File: src/rtl/matrix_result_tx_pkg.sv
// Shared definitions for the matrix result framer: FSM states, frame constants
// and the frame-length helper.
package matrix_result_tx_pkg;

  localparam logic [7:0]  HEADER_BYTE = 8'hA5;
  localparam int unsigned MAX_N       = 3;
  localparam int unsigned ELEM_W      = 16;
  localparam int unsigned RESULT_W    = 144;

  typedef enum logic [2:0] {
    IDLE,
    SEND,
    WAIT_ACK,
    WAIT_DONE,
    DONE
  } state_t;

  // header + size + 2 bytes per element + checksum
  function automatic logic [4:0] frame_len(input logic [3:0] n);
    return 5'(3 + 2 * int'(n) * int'(n));
  endfunction

endpackage

File: src/rtl/matrix_elem_sel.sv
// Picks one byte of a stride-3, row-major 16-bit element from the result vector.
module matrix_elem_sel
  import matrix_result_tx_pkg::*;
(
  input  logic [RESULT_W-1:0] result,
  input  logic [1:0]          row,
  input  logic [1:0]          col,
  input  logic                hi,
  output logic [7:0]          data
);

  logic [3:0]        k;
  logic [ELEM_W-1:0] elem;

  always_comb begin
    k    = ({2'b00, row} * 4'd3) + {2'b00, col};
    elem = '0;
    for (int unsigned i = 0; i < MAX_N * MAX_N; i++) begin
      if (k == 4'(i)) elem = result[i*ELEM_W +: ELEM_W];
    end
    data = hi ? elem[15:8] : elem[7:0];
  end

endmodule

File: src/rtl/matrix_result_tx.sv
// Frames the latched N x N product as header, size, data bytes and XOR checksum
// and hands it byte by byte to uart_tx with a start/busy handshake.
module matrix_result_tx
  import matrix_result_tx_pkg::*;
#(
  parameter int unsigned ACK_TIMEOUT = 16
) (
  input  logic                bclk,
  input  logic                rst,
  input  logic                load,
  input  logic [RESULT_W-1:0] result,
  input  logic [3:0]          size,
  input  logic                tx_busy,
  output logic                tx_start,
  output logic [7:0]          tx_data,
  output logic                busy,
  output logic                done,
  output logic                err
);

  localparam int unsigned CNT_W = $clog2(ACK_TIMEOUT + 1);

  state_t              state, state_nx;
  logic [RESULT_W-1:0] res_q;
  logic [3:0]          n_q;
  logic [4:0]          b_idx, last_idx;
  logic [1:0]          row, col;
  logic                hi;
  logic [7:0]          chk, cur_byte, elem_byte, tx_data_q;
  logic [CNT_W-1:0]    ack_cnt;
  logic                err_q, size_ok, is_data, ack_expired;

  assign size_ok     = (size != 4'd0) && (size <= 4'(MAX_N));
  assign last_idx    = frame_len(n_q) - 5'd1;
  assign is_data     = (b_idx >= 5'd2) && (b_idx != last_idx);
  assign ack_expired = (ack_cnt == CNT_W'(ACK_TIMEOUT - 1));

  matrix_elem_sel u_elem_sel (
    .result (res_q),
    .row    (row),
    .col    (col),
    .hi     (hi),
    .data   (elem_byte)
  );

  always_comb begin
    if (b_idx == 5'd0)         cur_byte = HEADER_BYTE;
    else if (b_idx == 5'd1)    cur_byte = {4'h0, n_q};
    else if (b_idx == last_idx) cur_byte = chk;
    else                       cur_byte = elem_byte;
  end

  always_ff @(posedge bclk or posedge rst) begin
    if (rst) state <= IDLE;
    else     state <= state_nx;
  end

  always_comb begin
    state_nx = state;
    case (state)
      IDLE:      if (load && size_ok) state_nx = SEND;
      SEND:      state_nx = WAIT_ACK;
      WAIT_ACK: begin
        if (tx_busy)          state_nx = WAIT_DONE;
        else if (ack_expired) state_nx = SEND;
      end
      WAIT_DONE: if (!tx_busy) state_nx = (b_idx == last_idx) ? DONE : SEND;
      DONE:      state_nx = IDLE;
      default:   state_nx = IDLE;
    endcase
  end

  // tx_data follows the live byte in SEND and is held by tx_data_q afterwards
  always_comb begin
    tx_start = (state == SEND);
    busy     = (state == SEND) || (state == WAIT_ACK) || (state == WAIT_DONE);
    done     = (state == DONE);
    tx_data  = (state == SEND) ? cur_byte : tx_data_q;
    err      = err_q;
  end

  always_ff @(posedge bclk or posedge rst) begin
    if (rst) begin
      res_q     <= '0;
      n_q       <= '0;
      b_idx     <= '0;
      row       <= '0;
      col       <= '0;
      hi        <= 1'b0;
      chk       <= '0;
      tx_data_q <= '0;
      ack_cnt   <= '0;
      err_q     <= 1'b0;
    end else begin
      case (state)
        IDLE: begin
          if (load && size_ok) begin
            res_q <= result;
            n_q   <= size;
            b_idx <= '0;
            row   <= '0;
            col   <= '0;
            hi    <= 1'b1;
            chk   <= '0;
            err_q <= 1'b0;
          end else if (load) begin
            err_q <= 1'b1;
          end
        end
        SEND: begin
          ack_cnt   <= '0;
          tx_data_q <= cur_byte;
        end
        WAIT_ACK: begin
          if (!tx_busy) begin
            if (ack_expired) err_q   <= 1'b1;
            else             ack_cnt <= ack_cnt + CNT_W'(1);
          end
        end
        WAIT_DONE: begin
          if (!tx_busy && (b_idx != last_idx)) begin
            b_idx <= b_idx + 5'd1;
            if (is_data) begin
              chk <= chk ^ cur_byte;
              hi  <= ~hi;
              if (!hi) begin
                if ({2'b00, col} == n_q - 4'd1) begin
                  col <= '0;
                  row <= row + 2'd1;
                end else begin
                  col <= col + 2'd1;
                end
              end
            end
          end
        end
        default: ;
      endcase
    end
  end

endmodule

File: config.mk
export PLATFORM = sky130hd
export DESIGN_NAME = matrix_result_tx
export DESIGN_NICKNAME = d
export VERILOG_FILES = /design/src/rtl/matrix_result_tx_pkg.sv /design/src/rtl/matrix_elem_sel.sv /design/src/rtl/matrix_result_tx.sv
export SDC_FILE = /design/constraint.sdc
export NUM_CORES = 1
export LEC_CHECK = 0
export CAP_MARGIN = 20
export CORE_UTILIZATION = 48
export CTS_BUF_LIST = sky130_fd_sc_hd__clkbuf_2
export CTS_CLUSTER_SIZE = 8
export DETAILED_ROUTE_END_ITERATION = 8
export GPL_ROUTABILITY_DRIVEN = 0
export GPL_TIMING_DRIVEN = 1
export HOLD_SLACK_MARGIN = 0.08
export PLACE_DENSITY = 0.74
export SLEW_MARGIN = 0
export SYNTH_ARGS = -nofsm -noshare
export SYNTH_HDL_FRONTEND = slang
export SYNTH_SLANG_ARGS = --single-unit
File: constraint.sdc
create_clock -name bclk -period 7.7 [get_ports bclk]
set_input_delay 1.54 -clock bclk [delete_from_list [all_inputs] [get_ports bclk]]
set_output_delay 1.54 -clock bclk [all_outputs]
set_load 0.02 [all_outputs]
# Word level (Yosys, flattened, before mapping)
# Index checks and enable logic that the tools add are counted.
# classes
n_addsub	8
n_mul	2
div	0
n_lt_le_gt_ge	2
n_eq_ne	28
shifts	0
mux	50
n_bitwise	2
n_reduce_logical	22
# op_table
cell	n
16-bit 2-to-1 mux	9
8-bit 2-to-1 mux	8
5-bit 2-to-1 mux	4
5-bit one-hot mux with 2 select lines	2
2-bit 2-to-1 mux	9
4-bit by 3-bit == test with 1-bit output, second input constant	4
8-bit one-hot mux with 2 select lines	1
3-bit 2-to-1 mux	5
2-bit inequality test, second input constant	7
3-bit one-hot mux with 4 select lines	1
5-bit by 1-bit adder with 5-bit output, second input constant	2
3-bit AND reduction	3
4-bit by 2-bit == test with 1-bit output, second input constant	2
2-bit one-hot mux with 2 select lines	2
4-bit AND reduction	2
8-bit bitwise XOR	1
1-bit 2-to-1 mux	7
3-bit by 2-bit == test with 1-bit output, second input constant	2
3-bit inequality test, second input constant	2
6-bit AND reduction	1
2-bit nonzero test	3
2-bit by 5-bit adder with 5-bit output, first input constant	1
5-bit by 1-bit == test with 1-bit output, second input constant	1
5-bit by 4-bit == test with 1-bit output, second input constant	1
27 further kinds	34
# totals
regBits	183
latch_bits	0
mem_bits_rw	0
romBits	0
n_memories	0

# Depth between registers and ports, before layout
# depth
ltp_word	20
depth_mapped	16

# Modules after synthesis
# Synthesis repeated with hierarchy kept, for this count alone.
# hier_totals
hier_cells	1106
area_unflattened_um2	9392.8
# by_module_without_submodules
mod	n_inst	cells_per_inst	area_per_inst_um2	seq_area_each_um2
matrix_result_tx	1	864	7780.0	4579.4
matrix_elem_sel	1	242	1612.8	0.0

# Worst setup path before layout
# No wires, ideal clock.
# synth_path
kind	reg-to-output
startpoint	reg row[0]
endpoint	out tx_data[0]
arrival_ns	3.649
t_required_ns	6.160
path_slack_ns	2.511
path_stages_with_launch	17
path_cell_list	dfrtp_1 -> inv_1 -> fa_1 -> inv_1 -> ha_1 -> fa_1 -> buf_6 -> buf_4 -> buf_2 -> clkbuf_1 -> nand3b_1 -> a211oi_1 -> nor4_1 -> o32a_1 -> nand2_1 -> o211ai_1 -> a31oi_1
# synth_between
elab_chain_len	17
word_cells_on_any_way	25
# synth_rtl
element	line_no	rtl
start, declared	matrix_result_tx.sv:27	logic [1:0] row, col;
start signal, assigned	matrix_result_tx.sv:129	row <= row + 2'd1;
2-bit by 2-bit multiplier with 4-bit output (*)	matrix_elem_sel.sv:16	k = ({2'b00, row} * 4'd3) + {2'b00, col};
4-bit by 2-bit adder with 4-bit output (*)	matrix_elem_sel.sv:16	
4-bit zero test	matrix_elem_sel.sv:19	if (k == 4'(i)) elem = result[i*ELEM_W +: ELEM_W];
16-bit 2-to-1 mux (8 in a row)	matrix_elem_sel.sv:19	
16-bit 2-to-1 mux (*)	matrix_elem_sel.sv:19	
8-bit 2-to-1 mux (*)	matrix_elem_sel.sv:21	data = hi ? elem[15:8] : elem[7:0];
8-bit 2-to-1 mux (*)	matrix_result_tx.sv:49	else if (b_idx == last_idx) cur_byte = chk;
8-bit 2-to-1 mux (*)	matrix_result_tx.sv:48	else if (b_idx == 5'd1) cur_byte = {4'h0, n_q};
8-bit 2-to-1 mux (*)	matrix_result_tx.sv:47	if (b_idx == 5'd0) cur_byte = HEADER_BYTE;
8-bit 2-to-1 mux (*)	n/a	
end, declared	matrix_result_tx.sv:15	output logic [7:0] tx_data,
# Mark *: on every way between the ends. The rest lies on a longest branch, timed or not.

# Worst setup path after layout
# layout_path
startpoint	reg row[0]
endpoint	out tx_data[3]
# The elaborated chain is that of the path after synthesis.

==> results.cfg <==
[setup_path]
critical_path.endpoint_type = primary output
cp_data_arrival_time_ps = 5470
crit_fanout = 44
critPathRequiredTime_ps = 6160
criticalPathCategory = reg -> out
startpoint_type = register

[run_status]
outcome = completed

[floorplan]
die-area_um2 = 20000
die_w_um = 142
rows = 50
dieHeight_um = 142
core_region_area_um2 = 18900
number_of_placed_i_o_pins = 164
initial_core_util = 0.495

[final_layout]
fin_nets = 1126
synthToLayoutAreaGrowth_pct = 21.4
layout.core_utilization = 0.601
drive_gt1_frac = 0.208

[synthesis]
ys_async_sr_fraction = 1.00
mappedNetlistNets = 993
postSynth.topFlopCell = dfrtp_1
synth.avg_cell_area_um2 = 11.3
number_of_instances_in_the_synthesized_netlist = 827
synth.top_cell.area_share = 0.490
synth_seq_area_share = 0.490
mapped_area_um2 = 9350
synth.yosys.warnings = 0
synth.area.top_cells = dfrtp_1, mux2_2, a21oi_1
ys_ff_latch = 183
synth-edff-count = 0
post_synth_num_cell_types = 74
synth_largest_area_cell = dfrtp_1

[timing]
maxSlewViolCount = 0
setup-violations-final = 0
max-slew-margin-rel = 0.296
final.setup.worst_slack_ps = 686
post-route-period-util = 0.911
layout_min_cycle_time_ps = 7010
slew_at_the_pin_closest_to_its_max_slew_limit_ps = 1050
fin_setup_tns_ps = 0
finClkSkew_ps = 40.4
final_report_hold_violation_count = 0
rsz0062_at_grt = false
max_freq_ghz = 0.143

[clock_tree]
post_cts_hold_buffer_count = 0
post_cts_gate_resize_count = 0
cts_sinks = 183
cts_setup_buffers = 0
cts-root-to-sink-buffers = 2
cts_tree = yes
worstSkewPairLatency_ps = 750
cts-buffers-inserted = 17
cts-htree-levels = 4
cts.clk_slew.worst_paths_ps = 230
ctsRootBufferMaster = clkbuf_2

[detailed_routing]
detail_route.wirelength_mm = 23.7
via_per_inst = 5.73
routed-via-count = 7061
routed_wire_length_per_instance_um = 19.2
drt-pass1-iter-count = 8
drc = 0
drt_iter0_drc = 595
route.antenna.remaining_nets = 0

[global_routing]
groute.usage.overall = 0.250
grt_antenna_before_repair = 1
global_route.overflow_total = 0
wire_length_of_the_first_global_routing_pass_mm = 38.2
grt_start_max_net_pins = 164
vias_in_the_first_global_route = 7089

[power_and_ir_drop]
leakage_nw = 4.79
ir_worst_vdd_mv = 0.249
power.density_nw_per_um2 = 399

[job]
maxCapViolations = 0

[placed_design]
hpwlAfterDp_mm = 17.1
place_ws_ps = 1190
port-buffer-count = 163

[hold_path]
worstHoldPathType = reg -> reg
critical path: stages, from the launching register on:
cell and delay, ps:
dfrtp_1 440, inv_1 100, fa_1 540, inv_1 50
ha_2 870, inv_1 510, mux2i_1 220, a221o_1 310
a311o_1 340, o21a_1 200, o31ai_1 460, clkdlybuf4s50_1 700
report_power, final:
part | switching, mW | internal, mW
sequential | 0.307 | 1.36
clock | 0.320 | 0.112
combinational | 1.32 | 1.10
layout make-up:
cell class	count	area, um2
diodes	1	2.50
flip-flops and latches	183	4580
repair buffers	172	1750
fillers	1628	7540
inverters	24	95.1
clock inverters	11	85.1
clock buffers	20	100
well taps	260	325
multi-input cells	562	4410
cell families (layout without fill, tap and decap cells):
group / count (synthesis) / after routing / share of synthesized area
muxes: 168 / 168 / 0.204
AOI/OAI and AO/OA: 161 / 161 / 0.113
and+or+nand+nor: 206 / 206 / 0.121
xor gates and xnor gates: 13 / 13 / 0.0122
adders and majority gates: 14 / 14 / 0.0203
buffers and inverters: 82 / 227 / 0.0400
DFF: 183 / 183 / 0.490
other: 0 / 1 / 0
flip-flops by register name (all words and copies together) (netlist names):
name / flops
res_q: 144
n_q: 4
state: 3
b_idx: 5
hi: 1
ack_cnt: 5
chk: 8
col: 2
row: 2
tx_data_q: 8
err: 1
worst paths after layout:
kind	cells past startpoint	from	end	slack, ps
hold reg to reg	2	tx_data_q[6]	tx_data_q[6]	500
hold / removal	2	tx_data_q[6]	tx_data_q[6]	500
max in group asynchronous	3	rst	res_q[1]	5410
setup / recovery	11	row[0]	tx_data[3]	690
setup reg to reg	11	row[0]	chk[3]	3400
min in group asynchronous	2	rst	res_q[121]	1090
stage by stage:
stage / hold WS (ps) / instance area (um2) / total power [mW] / std cells
final: 500 / 11300 / 4.52 / 1233
after detailed placement: 461 / 11100 / 4.05 / 1199
after floorplan: 446 / 9350 / 3.35 / 827
after global routing: 528 / 11300 / 4.83 / 1233
after CTS: 499 / 11300 / 4.49 / 1230
after global placement: 460 / 11100 / 4.00 / 1199
synthesized netlist by cell type (12+ instances only):
cell and n:
o21ai_0 36, mux2_2 150, dfrtp_1 183, nand3_1 20, nor2_1 45, inv_1 22
nand2_1 43, ha_1 12, mux2i_1 15, buf_2 20, nor3_1 16, a21oi_1 42
clkbuf_1 30
routing by layer:
metal | track usage | wire length (um)
met1 | 0.343 | 10400
met2 | 0.381 | 10700
met3 | 0.0729 | 1950
met4 | 0.0792 | 597
met5 | 0 | 0
cells in the final DEF (no fill, tap or decap), drive strengths merged, types with 6 or more instances in the layout:
cell           instances
mux2i                 15
mux2                 150
nand2b                10
a21oi                 42
inv                   22
xor2                   7
a31oi                  9
clkdlybuf4s50        163
clkbuf                20
nand4b                 6
buf                    9
nand3b                11
o21ai                 36
and2                   6
ha                    12
nor3                  16
nand2                 43
xnor2                  6
nand3                 20
clkinv                 9
a21o                   6
a211oi                 6
nor2                  46
nor4                   6
dfrtp                183
Power figures use the tool's default switching activity.
